`src/rtl/cacheline_adaptor_if.sv`:
```
// Cache-side line port and memory-side burst port of the cacheline adaptor.
// slave: the adaptor itself; master: whatever drives the cache and memory sides.
interface cacheline_adaptor_if #(
   parameter int s_line  = 256,
   parameter int s_burst = 64
);
   logic                read_i;
   logic                write_i;
   logic [31:0]         address_i;
   logic [s_line-1:0]   line_i;
   logic [s_line-1:0]   line_o;
   logic                resp_o;
   logic [31:0]         address_o;
   logic                read_o;
   logic                write_o;
   logic [s_burst-1:0]  burst_o;
   logic [s_burst-1:0]  burst_i;
   logic                resp_i;

   modport slave (
      input  read_i, write_i, address_i, line_i, burst_i, resp_i,
      output line_o, resp_o, address_o, read_o, write_o, burst_o
   );

   modport master (
      output read_i, write_i, address_i, line_i, burst_i, resp_i,
      input  line_o, resp_o, address_o, read_o, write_o, burst_o
   );
endinterface

```
`src/rtl/cacheline_adaptor.sv`:
```
// Converts one cache line into a burst of num_beats memory beats and back (fill/writeback).
// 4 beats + 1 response cycle minimum; resp_i low stretches the burst one cycle per wait.
module cacheline_adaptor #(
   parameter int s_line   = 256,
   parameter int s_burst  = 64,
   parameter int s_offset = 5
) (
   input  logic                 clk,
   input  logic                 rst_n,
   cacheline_adaptor_if.slave   bus
);
   localparam int num_beats = s_line / s_burst;
   localparam int cnt_w     = (num_beats > 1) ? $clog2(num_beats) : 1;

   typedef enum logic [1:0] {IDLE, RD, WR, DONE} state_t;

   state_t              state;
   logic [cnt_w-1:0]    cnt;
   logic [cnt_w-1:0]    cnt_nxt;
   logic [s_line-1:0]   line_buf;
   logic [31:0]         cur_base;
   logic [31:0]         nxt_base;
   logic                last_beat;
   logic [31:0]         aligned;

   assign cnt_nxt   = cnt + 1'b1;
   assign cur_base  = 32'(cnt) * 32'(s_burst);
   assign nxt_base  = 32'(cnt_nxt) * 32'(s_burst);
   assign last_beat = (cnt == cnt_w'(num_beats - 1));
   assign aligned   = {bus.address_i[31:s_offset], {s_offset{1'b0}}};

   assign bus.line_o = line_buf;

   always_ff @(posedge clk or negedge rst_n) begin
      if (!rst_n) begin
         state         <= IDLE;
         cnt           <= '0;
         line_buf      <= '0;
         bus.resp_o    <= 1'b0;
         bus.read_o    <= 1'b0;
         bus.write_o   <= 1'b0;
         bus.address_o <= '0;
         bus.burst_o   <= '0;
      end else begin
         case (state)
            IDLE: begin
               bus.resp_o <= 1'b0;
               // read takes priority when both requests arrive together
               if (bus.read_i) begin
                  bus.address_o <= aligned;
                  bus.read_o    <= 1'b1;
                  cnt           <= '0;
                  state         <= RD;
               end else if (bus.write_i) begin
                  bus.address_o <= aligned;
                  bus.write_o   <= 1'b1;
                  line_buf      <= bus.line_i;
                  bus.burst_o   <= bus.line_i[s_burst-1:0];
                  cnt           <= '0;
                  state         <= WR;
               end
            end
            RD: begin
               if (bus.resp_i) begin
                  line_buf[cur_base +: s_burst] <= bus.burst_i;
                  cnt <= cnt_nxt;
                  if (last_beat) begin
                     bus.read_o    <= 1'b0;
                     bus.address_o <= '0;
                     bus.resp_o    <= 1'b1;
                     state         <= DONE;
                  end
               end
            end
            WR: begin
               if (bus.resp_i) begin
                  cnt <= cnt_nxt;
                  if (last_beat) begin
                     bus.write_o   <= 1'b0;
                     bus.address_o <= '0;
                     bus.burst_o   <= '0;
                     bus.resp_o    <= 1'b1;
                     state         <= DONE;
                  end else begin
                     // present the next beat so it is ready the cycle after acceptance
                     bus.burst_o <= line_buf[nxt_base +: s_burst];
                  end
               end
            end
            DONE: begin
               bus.resp_o <= 1'b0;
               state      <= IDLE;
            end
            default: state <= IDLE;
         endcase
      end
   end
endmodule

```
`src/flat_wrapper.sv`:
```
// flat-port wrapper written by rule: the top's interface ports become plain ports
module cacheline_adaptor_flat 
#(
   parameter int s_line   = 256,
   parameter int s_burst  = 64,
   parameter int s_offset = 5
)
  (clk, rst_n, bus_read_i, bus_write_i, bus_address_i, bus_line_i, bus_burst_i, bus_resp_i, bus_line_o, bus_resp_o, bus_address_o, bus_read_o, bus_write_o, bus_burst_o);
  cacheline_adaptor_if #(.s_line(s_line), .s_burst(s_burst)) bus_i ();
  input  logic clk;
  input  logic rst_n;
  input wire logic [$bits(bus_i.read_i)-1:0] bus_read_i;
  input wire logic [$bits(bus_i.write_i)-1:0] bus_write_i;
  input wire logic [$bits(bus_i.address_i)-1:0] bus_address_i;
  input wire logic [$bits(bus_i.line_i)-1:0] bus_line_i;
  input wire logic [$bits(bus_i.burst_i)-1:0] bus_burst_i;
  input wire logic [$bits(bus_i.resp_i)-1:0] bus_resp_i;
  output wire logic [$bits(bus_i.line_o)-1:0] bus_line_o;
  output wire logic [$bits(bus_i.resp_o)-1:0] bus_resp_o;
  output wire logic [$bits(bus_i.address_o)-1:0] bus_address_o;
  output wire logic [$bits(bus_i.read_o)-1:0] bus_read_o;
  output wire logic [$bits(bus_i.write_o)-1:0] bus_write_o;
  output wire logic [$bits(bus_i.burst_o)-1:0] bus_burst_o;
  assign bus_i.read_i = bus_read_i;
  assign bus_i.write_i = bus_write_i;
  assign bus_i.address_i = bus_address_i;
  assign bus_i.line_i = bus_line_i;
  assign bus_i.burst_i = bus_burst_i;
  assign bus_i.resp_i = bus_resp_i;
  assign bus_line_o = bus_i.line_o;
  assign bus_resp_o = bus_i.resp_o;
  assign bus_address_o = bus_i.address_o;
  assign bus_read_o = bus_i.read_o;
  assign bus_write_o = bus_i.write_o;
  assign bus_burst_o = bus_i.burst_o;
  cacheline_adaptor #(.s_line(s_line), .s_burst(s_burst), .s_offset(s_offset)) u_core (.clk(clk), .rst_n(rst_n), .bus(bus_i));
endmodule
```
`config.mk`:
```
export PLATFORM = sky130hd
export DESIGN_NAME = cacheline_adaptor_flat
export DESIGN_NICKNAME = d
export VERILOG_FILES = /design/src/rtl/cacheline_adaptor_if.sv /design/src/rtl/cacheline_adaptor.sv /design/src/flat_wrapper.sv
export SDC_FILE = /design/constraint.sdc
export NUM_CORES = 1
export LEC_CHECK = 0
export BUFFER_PORTS_ARGS = -buffer_cell sky130_fd_sc_hd__buf_2
export CAP_MARGIN = 20
export CORE_AREA = 4 4 276 278
export DETAILED_ROUTE_END_ITERATION = 6
export DIE_AREA = 0 0 280 282
export GPL_ROUTABILITY_DRIVEN = 0
export SLEW_MARGIN = 5
export SYNTH_ARGS = -nofsm -noshare
export SYNTH_HDL_FRONTEND = slang
export SYNTH_SLANG_ARGS = --single-unit
```
`constraint.sdc`:
```
create_clock -name clk -period 5.4 [get_ports clk]
set_input_delay 0.54 -clock clk [delete_from_list [all_inputs] [get_ports clk]]
set_output_delay 0.54 -clock clk [all_outputs]
set_load 0.05 [all_outputs]
```
After elaboration in Yosys (flattened, before gate mapping)
Index checks and enable logic that the tools add are counted.

Flip-flop bits (word level): 359. Input bits: 357. Output and inout bits: 355. Logic and storage cells: 75.

Add/subtract/negate cells: 2. Equal/unequal tests: 14. Shift operators: 3. Mux-type cells: 34. Reductions and logical operators: 14.

Operators by type and width (count): $mux 256 (3); $pmux 256 s2 (1); $bwmux 256 (1); $mux 64 (4); $shift 64x34->256 const A (1); $shiftx 256x9->64 (1); $shiftx 64x34->256 (1); $mux 32 (4); $pmux 64 s2 (1); $pmux 32 s2 (1); $neg 8->34 (1); $reduce_and 4->1 (4); $mux 2 (7); $ne 2x2->1 const B (5); $ne 2x1->1 const B (4); $mux 1 (7); $eq 2x2->1 const B (3); $pmux 1 s2 (3); $pmux 2 s3 (1); $reduce_and 3->1 (2); $reduce_bool 2->1 (3); $reduce_and 5->1 (1); $pmux 2 s2 (1); $reduce_or 2->1 (2); other kinds (5) (5).

Longest topological paths before layout
Gate-level depths: netlist of the first run.

Depth after elaboration: 5. Gate-level depth with buffers: 12. Depth with buffers taken out: 5.

Worst setup path before layout of the first run
No wires, ideal clock.

Path type: register to register. Start point: register u_core.cnt[0]. End point: register u_core.bus.burst_o[10]. Setup time: 0.126 ns. Arrival time: 2.967 ns. Data required time: 5.274 ns. Path slack: 2.307 ns. Stages on the path, launching flop included: 12. Buffers on the path: 7. Clock period less this slack: 3.093 ns. Cell sequence: dfrtp_1 > buf_2 > buf_2 > buf_2 > buf_2 > inv_1 > ha_1 > clkbuf_1 > clkbuf_1 > clkbuf_1 > mux4_2 > a221o_1.

Longest elaborated chain between the ends: 5. Elaborated cells on any way between the ends: 6. Those cells by class: add/sub (1); eq/ne (1); shift (1); mux (3).

Ends and longest elaborated chain: start, declared (RTL line cacheline_adaptor.sv:18) `logic [cnt_w-1:0] cnt;`; start signal, assigned (RTL line cacheline_adaptor.sv:66) `cnt <= cnt_nxt;`; start signal, assigned (RTL line cacheline_adaptor.sv:77) `cnt <= cnt_nxt;`; $add 2x1->2 (RTL line cacheline_adaptor.sv:26) `assign cnt_nxt = cnt + 1'b1;`; $shiftx 256x9->64 (RTL line cacheline_adaptor.sv:86) `bus.burst_o <= line_buf[nxt_base +: s_burst];`; $mux 64 * (RTL line cacheline_adaptor.sv:78) `if (last_beat) begin`; $mux 64 * (RTL line cacheline_adaptor.sv:76) `if (bus.resp_i) begin`; $pmux 64 s2 * (RTL line cacheline_adaptor.sv:45) `case (state)`; end signal, assigned (RTL line cacheline_adaptor.sv:58) `bus.burst_o <= bus.line_i[s_burst-1:0];`; end signal, assigned (RTL line cacheline_adaptor.sv:86); end, declared (RTL line cacheline_adaptor_if.sv:22) `output line_o, resp_o, address_o, read_o, write_o, burst_o`.

Every way passes the cells marked *; elsewhere a longest branch is shown, timed or not. The select of a mux whose other input is x is not followed. A chain may end at the register's enable or synchronous reset.

Worst setup path after layout of the first run
Start point: register u_core.state[1]. End point: register u_core.line_buf[60] (netlist: u_core.bus.line_o[60]).

Longest elaborated chain between the ends: 3. Elaborated cells on any way between the ends: 8. Those cells by class: eq/ne (4); mux (1); reduce/logical (3).

Ends and longest elaborated chain: start, declared (RTL line cacheline_adaptor.sv:17) `state_t state;`; start signal, assigned (RTL line cacheline_adaptor.sv:36) `state <= IDLE;`; start signal, assigned (RTL line cacheline_adaptor.sv:53) `state <= RD;`; start signal, assigned (RTL line cacheline_adaptor.sv:60) `state <= WR;`; $eq 2x1->1 or $logic_not 2->1 (tied branches) (RTL line cacheline_adaptor.sv:45); $ne 2x2->1 (no source line) or $reduce_bool 2->1 (tied branches); $reduce_and 4->1 (no source line); end signal, assigned (RTL line cacheline_adaptor.sv:57) `line_buf <= bus.line_i;`; end signal, assigned by index (RTL line cacheline_adaptor.sv:65) `line_buf[cur_base +: s_burst] <= bus.burst_i;`; end, declared (RTL line cacheline_adaptor.sv:20) `logic [s_line-1:0] line_buf;`.

Several ways; a longest one is shown, not always the timed one.

==> impl_results.md, run 1 <==
- Syn-to-layout area delta: 29.3%
- Root buffer cell: sky130_fd_sc_hd__clkbuf_16
- Netlist Area Pre-Place: 19700 um^2
- Transition time of the tightest slew-check pin: 1260 ps
- Synth warn: 0
- Worst Slack Setup Final: about 2000 ps
- Reported max-cap violation count: 0
- CP Max Fanout: 44
- Portion of synthesized cell area occupied by the leading cell type: 44.9%
- Final-layout setup total negative slack: 0 ps
- Iteration count of the initial detailed-routing pass: 5
- Top post-synthesis cells by area: sky130_fd_sc_hd__dfrtp_1 45%, sky130_fd_sc_hd__mux2_2 12%, sky130_fd_sc_hd__mux4_2 7.3%
- Instance area after placement: 24000 um^2
- Fraction of the yosys area taken by sequential cells: 44.9%
- Static power due to leakage: approximately 0.012 uW
- Hold buffers post-CTS: 0
- Area of the core: 73900 um^2
- Proportion of synthesized flip-flops having asynchronous set or reset: 100%
- Power per cell area: 844 nW/um^2
- Mean instance size in the synthesized netlist: 12.7 um^2
- Clock tree from TritonCTS: yes
- Data required time of the critical path: 5840 ps
- Outcome: finished, final reports clean
- Number of buffers inserted by port buffering: 701
- Commonest register cell after synthesis: sky130_fd_sc_hd__dfrtp_1
- Fraction of layout cells with a size suffix above 1: 52.8%
- Number of setup violations in the final report: 0
- Count of buffers added by post-CTS timing repair for setup: 0
- Net switching fraction of the power: 52.6%
- Number of antenna violations at the first check in global routing: 13
- Clock-pin slew on the worst setup and hold paths: 60 ps
- Portion of total power attributed to combinational logic: a little over three fifths
- Largest net degree at the start of global routing: around 140
- Setup repair after global routing missed its margin: false
- Part of the power in the clock network: between 10% and 20%
- Max-slew violation total from the final report: 0
- Cell with the most instances after synthesis: sky130_fd_sc_hd__dfrtp_1
- # clock sinks: between 300 and 400
- Clock latency at the later pin of the worst-skew pair: ~570 ps
- Max rail drop VDD: between 0.8 and 0.9 mV
- Count of antenna-violating nets left after detailed routing: 0
- Wire length of the first global-routing pass: 128 mm
- Worst min path class: input port to asynchronous set/reset pin
- Die ar.: 79000 um^2
- Site row count: 100
- Final hold violation count: 0
- Synth top cells by count: 354 x sky130_fd_sc_hd__dfrtp_1, 214 x sky130_fd_sc_hd__mux2_2, 128 x sky130_fd_sc_hd__a32o_1
- Net Sw Power: 11300 uW
- Internal portion of total power: 10200 uW
- Post-Place Setup Slack: 1920 ps
- Fin Clk Skew: 14.7 ps
- Yosys top cell by area: sky130_fd_sc_hd__dfrtp_1
- Final worst-path cycle share: 63.3%
- Number of buffers added by the clock tree synthesis step: 43
- Post-DR vias/cell: between 5 and 6
- Register bit total from synthesis: 354
- Via count: 18237
- Crit path arrival time: approximately 3900 ps
- Worst slew margin: 16.3%
- Kind of start point of the critical path: register
- HPWL reported at the end of detailed placement: 56.0 mm
- Routed wirelength normalized by instance count: 28.2 um
- Post-cts gate resize count: 0
- DRC violation count after routing: 0
- Filler Cell Count: 7374
- Kind of critical path: register to register
- Deepest level of the CTS H-tree: 2
- Number of global-route vias before repair: around 19000
- GRT Overall Usage: a little over a fifth
- Post-route cell area: 25500 um^2
- Number of synthesized flops with an enable pin: 0
- Final worst path period need: 3420 ps
- Remaining Overflow, GRT: 0
- Number of violations reported at the end of detailed-routing iteration 0: 1521
- Die Width: around 280 um
- FMAX: 0.292 GHz
- Worst hold-check slack: 27.3 ps
- Total wirelength of the detailed-routed design: 88.9 mm
- Layout Nets: 2510
- Number of different library cells in the post-synthesis netlist: 46
- Maximum buffer depth of the clock tree: 3
- Kind of capture point of the worst setup path: register
- Starting density of the core: 26.7%
- Share of total power in sequential cells: a little under a quarter
- Mapped Cells: 1557
- # IOs: just over 700
- Vertical die dimension: 282 um
==> cell type report <==
cell class	instances	area, um^2	area share, %
inverter	68	260	1.02
sequential	354	8860	34.7
timing repair buffer	727	3820	15.0
clock buffer	61	1280	5.04
clock inverter	13	139	0.544
multi-input combinational	950	9920	38.9
antenna	8	20.0	0.0785
tap	969	1210	4.75
==> metal layers <==
metal	wire, um	vias up	track usage [%]
met5	58	-	0
met4	3810	8	9.72
met3	8300	241	4.89
met2	42600	1260	35.3
met1	34100	9378	26.5
li1	-	7350	-
==> cells by family (layout without fill, tap and decap cells) <==
kind of cell               Yosys count  after routing  share of synthesized area (%)
AOI/OAI and AO/OA                  342            342                           16.5
adders and majority gates            9              9                          0.571
buffers and inverters              257            869                           5.59
DFF                                354            354                           44.9
muxes                              350            350                           24.6
other                                1             13                         0.0190
and+or+nand+nor                    244            244                           7.86
==> worst paths after layout <==
| check | cells past startpoint | slack (ps) | startpoint | endpoint |
|---|---|---|---|---|
| hold / removal | 1 | 30 | rst_n | u_core.bus.line_o[174]$_DFFE_PN0P_ |
| max in group asynchronous | 2 | 4020 | rst_n | u_core.state[1]$_DFFE_PN0P_ |
| min in group clk | 3 | 290 | bus_line_i[49] | u_core.bus.burst_o[49]$_DFFE_PN0P_ |
| setup / recovery | 8 | 1980 | u_core.state[1]$_DFFE_PN0P_ | u_core.bus.line_o[60]$_DFFE_PN0P_ |
| setup reg to reg | 8 | 1980 | u_core.state[1]$_DFFE_PN0P_ | u_core.bus.line_o[60]$_DFFE_PN0P_ |
| hold reg to reg | 1 | 510 | u_core.bus.burst_o[10]$_DFFE_PN0P_ | u_core.bus.burst_o[10]$_DFFE_PN0P_ |
==> registers in the layout, indices dropped and copies added, names as in the netlist <==
signal                count
u_core.bus.write_o        1
u_core.bus.read_o         1
u_core.bus.line_o       256
u_core.bus.burst_o       64
u_core.state              2
u_core.cnt                2
u_core.bus.address_o     27
u_core.bus.resp_o         1
==> power groups by stage <==
stage	logic, uW	registers (uW)	clock network [uW]
4_1_cts	13500	4920	3040
5_1_grt	14100	5070	3140
3_3_place_gp	13300	4880	0
2_1_floorplan	5880	8700	0
6_report	13600	4960	2970
3_5_place_dp	13500	4950	0
==> layout by cell type (no fill, tap or decap), types with 6 or more instances in the layout <==
master	netlist	routed
sky130_fd_sc_hd__buf_2	38	700
sky130_fd_sc_hd__dfrtp_1	354	353
sky130_fd_sc_hd__mux2_2	214	214
sky130_fd_sc_hd__a32o_1	128	128
sky130_fd_sc_hd__inv_1	67	66
sky130_fd_sc_hd__mux4_2	64	64
sky130_fd_sc_hd__a221o_1	64	64
sky130_fd_sc_hd__nand4b_1	64	64
sky130_fd_sc_hd__o2bb2ai_1	64	64
sky130_fd_sc_hd__nand2_1	63	63
sky130_fd_sc_hd__o32ai_1	58	58
sky130_fd_sc_hd__mux2_4	50	50
sky130_fd_sc_hd__nor4_1	45	45
sky130_fd_sc_hd__clkbuf_16	0	44
sky130_fd_sc_hd__nor2b_1	38	37
sky130_fd_sc_hd__mux2_1	19	19
sky130_fd_sc_hd__buf_4	8	18
sky130_fd_sc_hd__and2_1	14	13
sky130_fd_sc_hd__clkbuf_8	0	12
sky130_fd_sc_hd__diode_2	0	8
sky130_fd_sc_hd__clkinv_2	0	7
sky130_fd_sc_hd__a41o_1	6	6
sky130_fd_sc_hd__nor4b_1	6	6
sky130_fd_sc_hd__buf_12	0	6
==> stage by stage <==
| step | power [uW] | cells | util, % |
|---|---|---|---|
| after floorplan | 14600 | 1561 | - |
| after global placement | 18200 | 3065 | 32.5 |
| after detailed placement | 18500 | 3066 | 32.5 |
| after CTS | 21500 | 3140 | 34.4 |
| after global routing | 22300 | 3149 | 34.5 |
| final | 21500 | 3150 | 34.5 |
==> worst max-delay path: stages (launching register included) <==
cell                       delay [ps]
sky130_fd_sc_hd__dfrtp_1          440
sky130_fd_sc_hd__inv_1            160
sky130_fd_sc_hd__ha_4             590
sky130_fd_sc_hd__buf_4            660
sky130_fd_sc_hd__a21boi_0         380
sky130_fd_sc_hd__a211oi_4          40
sky130_fd_sc_hd__buf_4            340
sky130_fd_sc_hd__buf_12           270
sky130_fd_sc_hd__mux2_1           350
No activity file was read; power rests on OpenSTA's default activity.
==> run 2: changes to the inputs <==
==> constraint.sdc (replaced) <==
create_clock -name clk -period 3.06 [get_ports clk]
set_input_delay 0.306 -clock clk [delete_from_list [all_inputs] [get_ports clk]]
set_output_delay 0.306 -clock clk [all_outputs]
set_load 0.05 [all_outputs]
==> run 2 against run 1 <==
Global-route usage rose by 0.48 points. Sequential share of layout area shrank 0.69 points. Count of clock-buffer cells in the layout increased by 7. Clock skew grew 3.9 ps. Wire length is 1.3% higher. Critical endpoint is now u_core.bus.line_o[192]$_DFFE_PN0P_.
==> impl_results.md, run 2 (synthesized netlist as in run 1, its figures left out) <==
- Kind of start point of the critical path: register
- Kind of capture point of the worst setup path: register
- Fin Clk Skew: 18.6 ps
- Syn-to-layout area delta: 31.9%
- FMAX: 0.384 GHz
- Clock tree from TritonCTS: yes
- CP Max Fanout: 21
- Post-Place Setup Slack: 424 ps
- Largest stage delay, worst path: around 450 ps
- Number of setup violations in the final report: 0
- Most used cell, CP: sky130_fd_sc_hd__buf_12
- Worst slew margin: between 10% and 20%
- Iteration count of the initial detailed-routing pass: 6
- Cell family with the largest share of critical-path delay: buffers and inverters
- Routed wirelength normalized by instance count: 28.3 um
- Clock-pin slew on the worst setup and hold paths: ~60 ps
- Via count: 18433
- Number of global-route vias before repair: around 19000
- Internal portion of total power: 18600 uW
- Max rail drop VDD: 0.808 mV
- Starting density of the core: between 20% and 30%
- Final hold violation count: 0
- Met3 track utilization from global routing: 5.38%
- Net Sw Power: 20100 uW
- DRC violation count after routing: 0
- Deepest level of the CTS H-tree: 2
- Met1 demand-to-capacity share in global routing: 27.0%
- Worst hold-check slack: 55.9 ps
- Vertical die dimension: approximately 280 um
- Layout Nets: 2546
- Die Width: 280 um
- Filler Cell Count: 7272
- Share of total power in sequential cells: 22.5%
- Static power due to leakage: 0.0120 uW
- Number of buffers inserted by port buffering: around 700
- Final worst path period need: about 2600 ps
- Site row count: 100
- Number of cells in the finished layout apart from fillers: ~3200
- Outcome: finished, final reports clean
- Final worst-path cycle share: 85.0%
- Transition time of the tightest slew-check pin: 1210 ps
- Largest net degree at the start of global routing: 106
- Most common cell after layout, fill and taps aside: sky130_fd_sc_hd__buf_2
- Wire length of the first global-routing pass: 131 mm
- Flip-flop count of the largest register, all copies and words added: approximately 260
- Critical path cell sequence: inv_1 -> ha_1 -> nor2_2 -> a211oi_4 -> buf_12 -> buf_12 -> mux2_2
- Count of antenna-violating nets left after detailed routing: 0
- Commonest non-fill, non-tap cells in the layout: 700 x sky130_fd_sc_hd__buf_2, 353 x sky130_fd_sc_hd__dfrtp_1, 214 x sky130_fd_sc_hd__mux2_2, 128 x sky130_fd_sc_hd__a32o_1, 66 x sky130_fd_sc_hd__inv_1
- Root buffer cell: sky130_fd_sc_hd__clkbuf_16
- Max-slew violation total from the final report: 0
- Setup slack, reg-to-reg: 460 ps
- Fraction of layout cells with a size suffix above 1: approximately 53%
- Remaining Overflow, GRT: 0
- Most used routing layer in global routing: met2
- Post-route cell area: 26000 um^2
- GRT Overall Usage: 21.7%
- Worst Slack Setup Final: approximately 460 ps
- Worst min path class: input port to register
- Net switching fraction of the power: between 50% and 60%
- # IOs: between 700 and 800
- Power per cell area: 1490 nW/um^2
- Crit path arrival time: 3040 ps
- Post-DR vias/cell: 5.79
- Instance area after placement: 24500 um^2
- Part of the power in the clock network: 13.8%
- Total wirelength of the detailed-routed design: between 90 and 100 mm
- HPWL reported at the end of detailed placement: 60.5 mm
- Number of antenna violations at the first check in global routing: 10
- Area of the core: 73900 um^2
- Placed Cells incl. Taps: 3102
- Reported max-cap violation count: 0
- # clock sinks: 354
- Maximum buffer depth of the clock tree: 3
- Number of buffers added by the clock tree synthesis step: 44
- Cell with the largest stage delay on the worst path: sky130_fd_sc_hd__ha_1
- Kind of critical path: register to register
- Die ar.: 79000 um^2
- Data required time of the critical path: 3490 ps
- Number of violations reported at the end of detailed-routing iteration 0: 1575
- Final Core Density: 35.2%
- Portion of total power attributed to combinational logic: 63.7%
- Number of buffers and inverters on the critical path: 3
- Setup repair after global routing missed its margin: false
- Post-cts gate resize count: 0
- Grt met2 use: 36.7%
- Clock latency at the later pin of the worst-skew pair: 570 ps
==> run 2: changes by cell type in the layout (fill, tap and decap cells not counted), sizes merged <==
| cell | delta |
|---|---|
| inv | +1 |
| diode | -5 |
| dlygate4sd3 | +1 |
| clkinv | -3 |
| clkbuf | +7 |
| buf | +34 |
==> run 2: routing by layer <==
layer  vias up  part of all wire (%)
met3       224                   9.9
met2      1288                    49
li1       7443                     -
met5         -                 0.059
met1      9470                    38
met4         8                   3.8
==> run 2: final timing paths <==
kind                                                       from                                   end  depth (start not counted)
min in group asynchronous                                 rst_n    u_core.bus.line_o[172]$_DFFE_PN0P_                          2
hold reg to reg            u_core.bus.address_o[23]$_DFFE_PN0P_  u_core.bus.address_o[23]$_DFFE_PN0P_                          1
max in group asynchronous                                 rst_n    u_core.bus.line_o[231]$_DFFE_PN0P_                          4
setup reg to reg                    u_core.state[1]$_DFFE_PN0P_    u_core.bus.line_o[192]$_DFFE_PN0P_                          7
setup / recovery                    u_core.state[1]$_DFFE_PN0P_    u_core.bus.line_o[192]$_DFFE_PN0P_                          7
hold / removal                                   bus_line_i[49]    u_core.bus.burst_o[49]$_DFFE_PN0P_                          3
==> run 2: power by group through the flow <==
stage               Sequential (uW)  Clock [uW]  Combinational (uW)
floorplan                     15300           0               10400
global placement               8600           0               24300
detailed placement             8700           0               24600
CTS                            8670        5450               24700
global route                   8930        5650               25600
finish                         8720        5340               24600
==> run 2: area by class of cell <==
cell class	instances	area, um^2	area share, %
Timing Repair Buffer	762	4290	16.5
Antenna cell	3	7.51	0.0288
Clock buffer	68	1350	5.20
Clock inverter	11	123	0.471
Tap cell	969	1210	4.66
Inverter	68	260	1.00
Multi-Input combinational cell	950	9920	38.1
Sequential cell	354	8860	34.1
==> run 2: metrics by stage <==
stage | setup TNS (ps) | power, uW
6_report | 0 | 38700
5_1_grt | 0 | 40200
4_1_cts | 0 | 38800
3_5_place_dp | 0 | 33400
3_3_place_gp | 0 | 32900
2_1_floorplan | -993 | 25700
==> run 2: repair_timing <==
item | in CTS | in global routing
hold buffers | 1 | 0
endpoints found under the hold margin | 61 | 0
setup buffers | 0 | 0
==> run 2: worst reg2reg max path, delay by kind of cell (launching register included) <==
kind,cells,cell delay (ps)
AOI/OAI and AO/OA,1,290
muxes,1,430
DFF,1,440
and+or+nand+nor,1,210
buffers and inverters,3,660
adders and majority gates,1,450
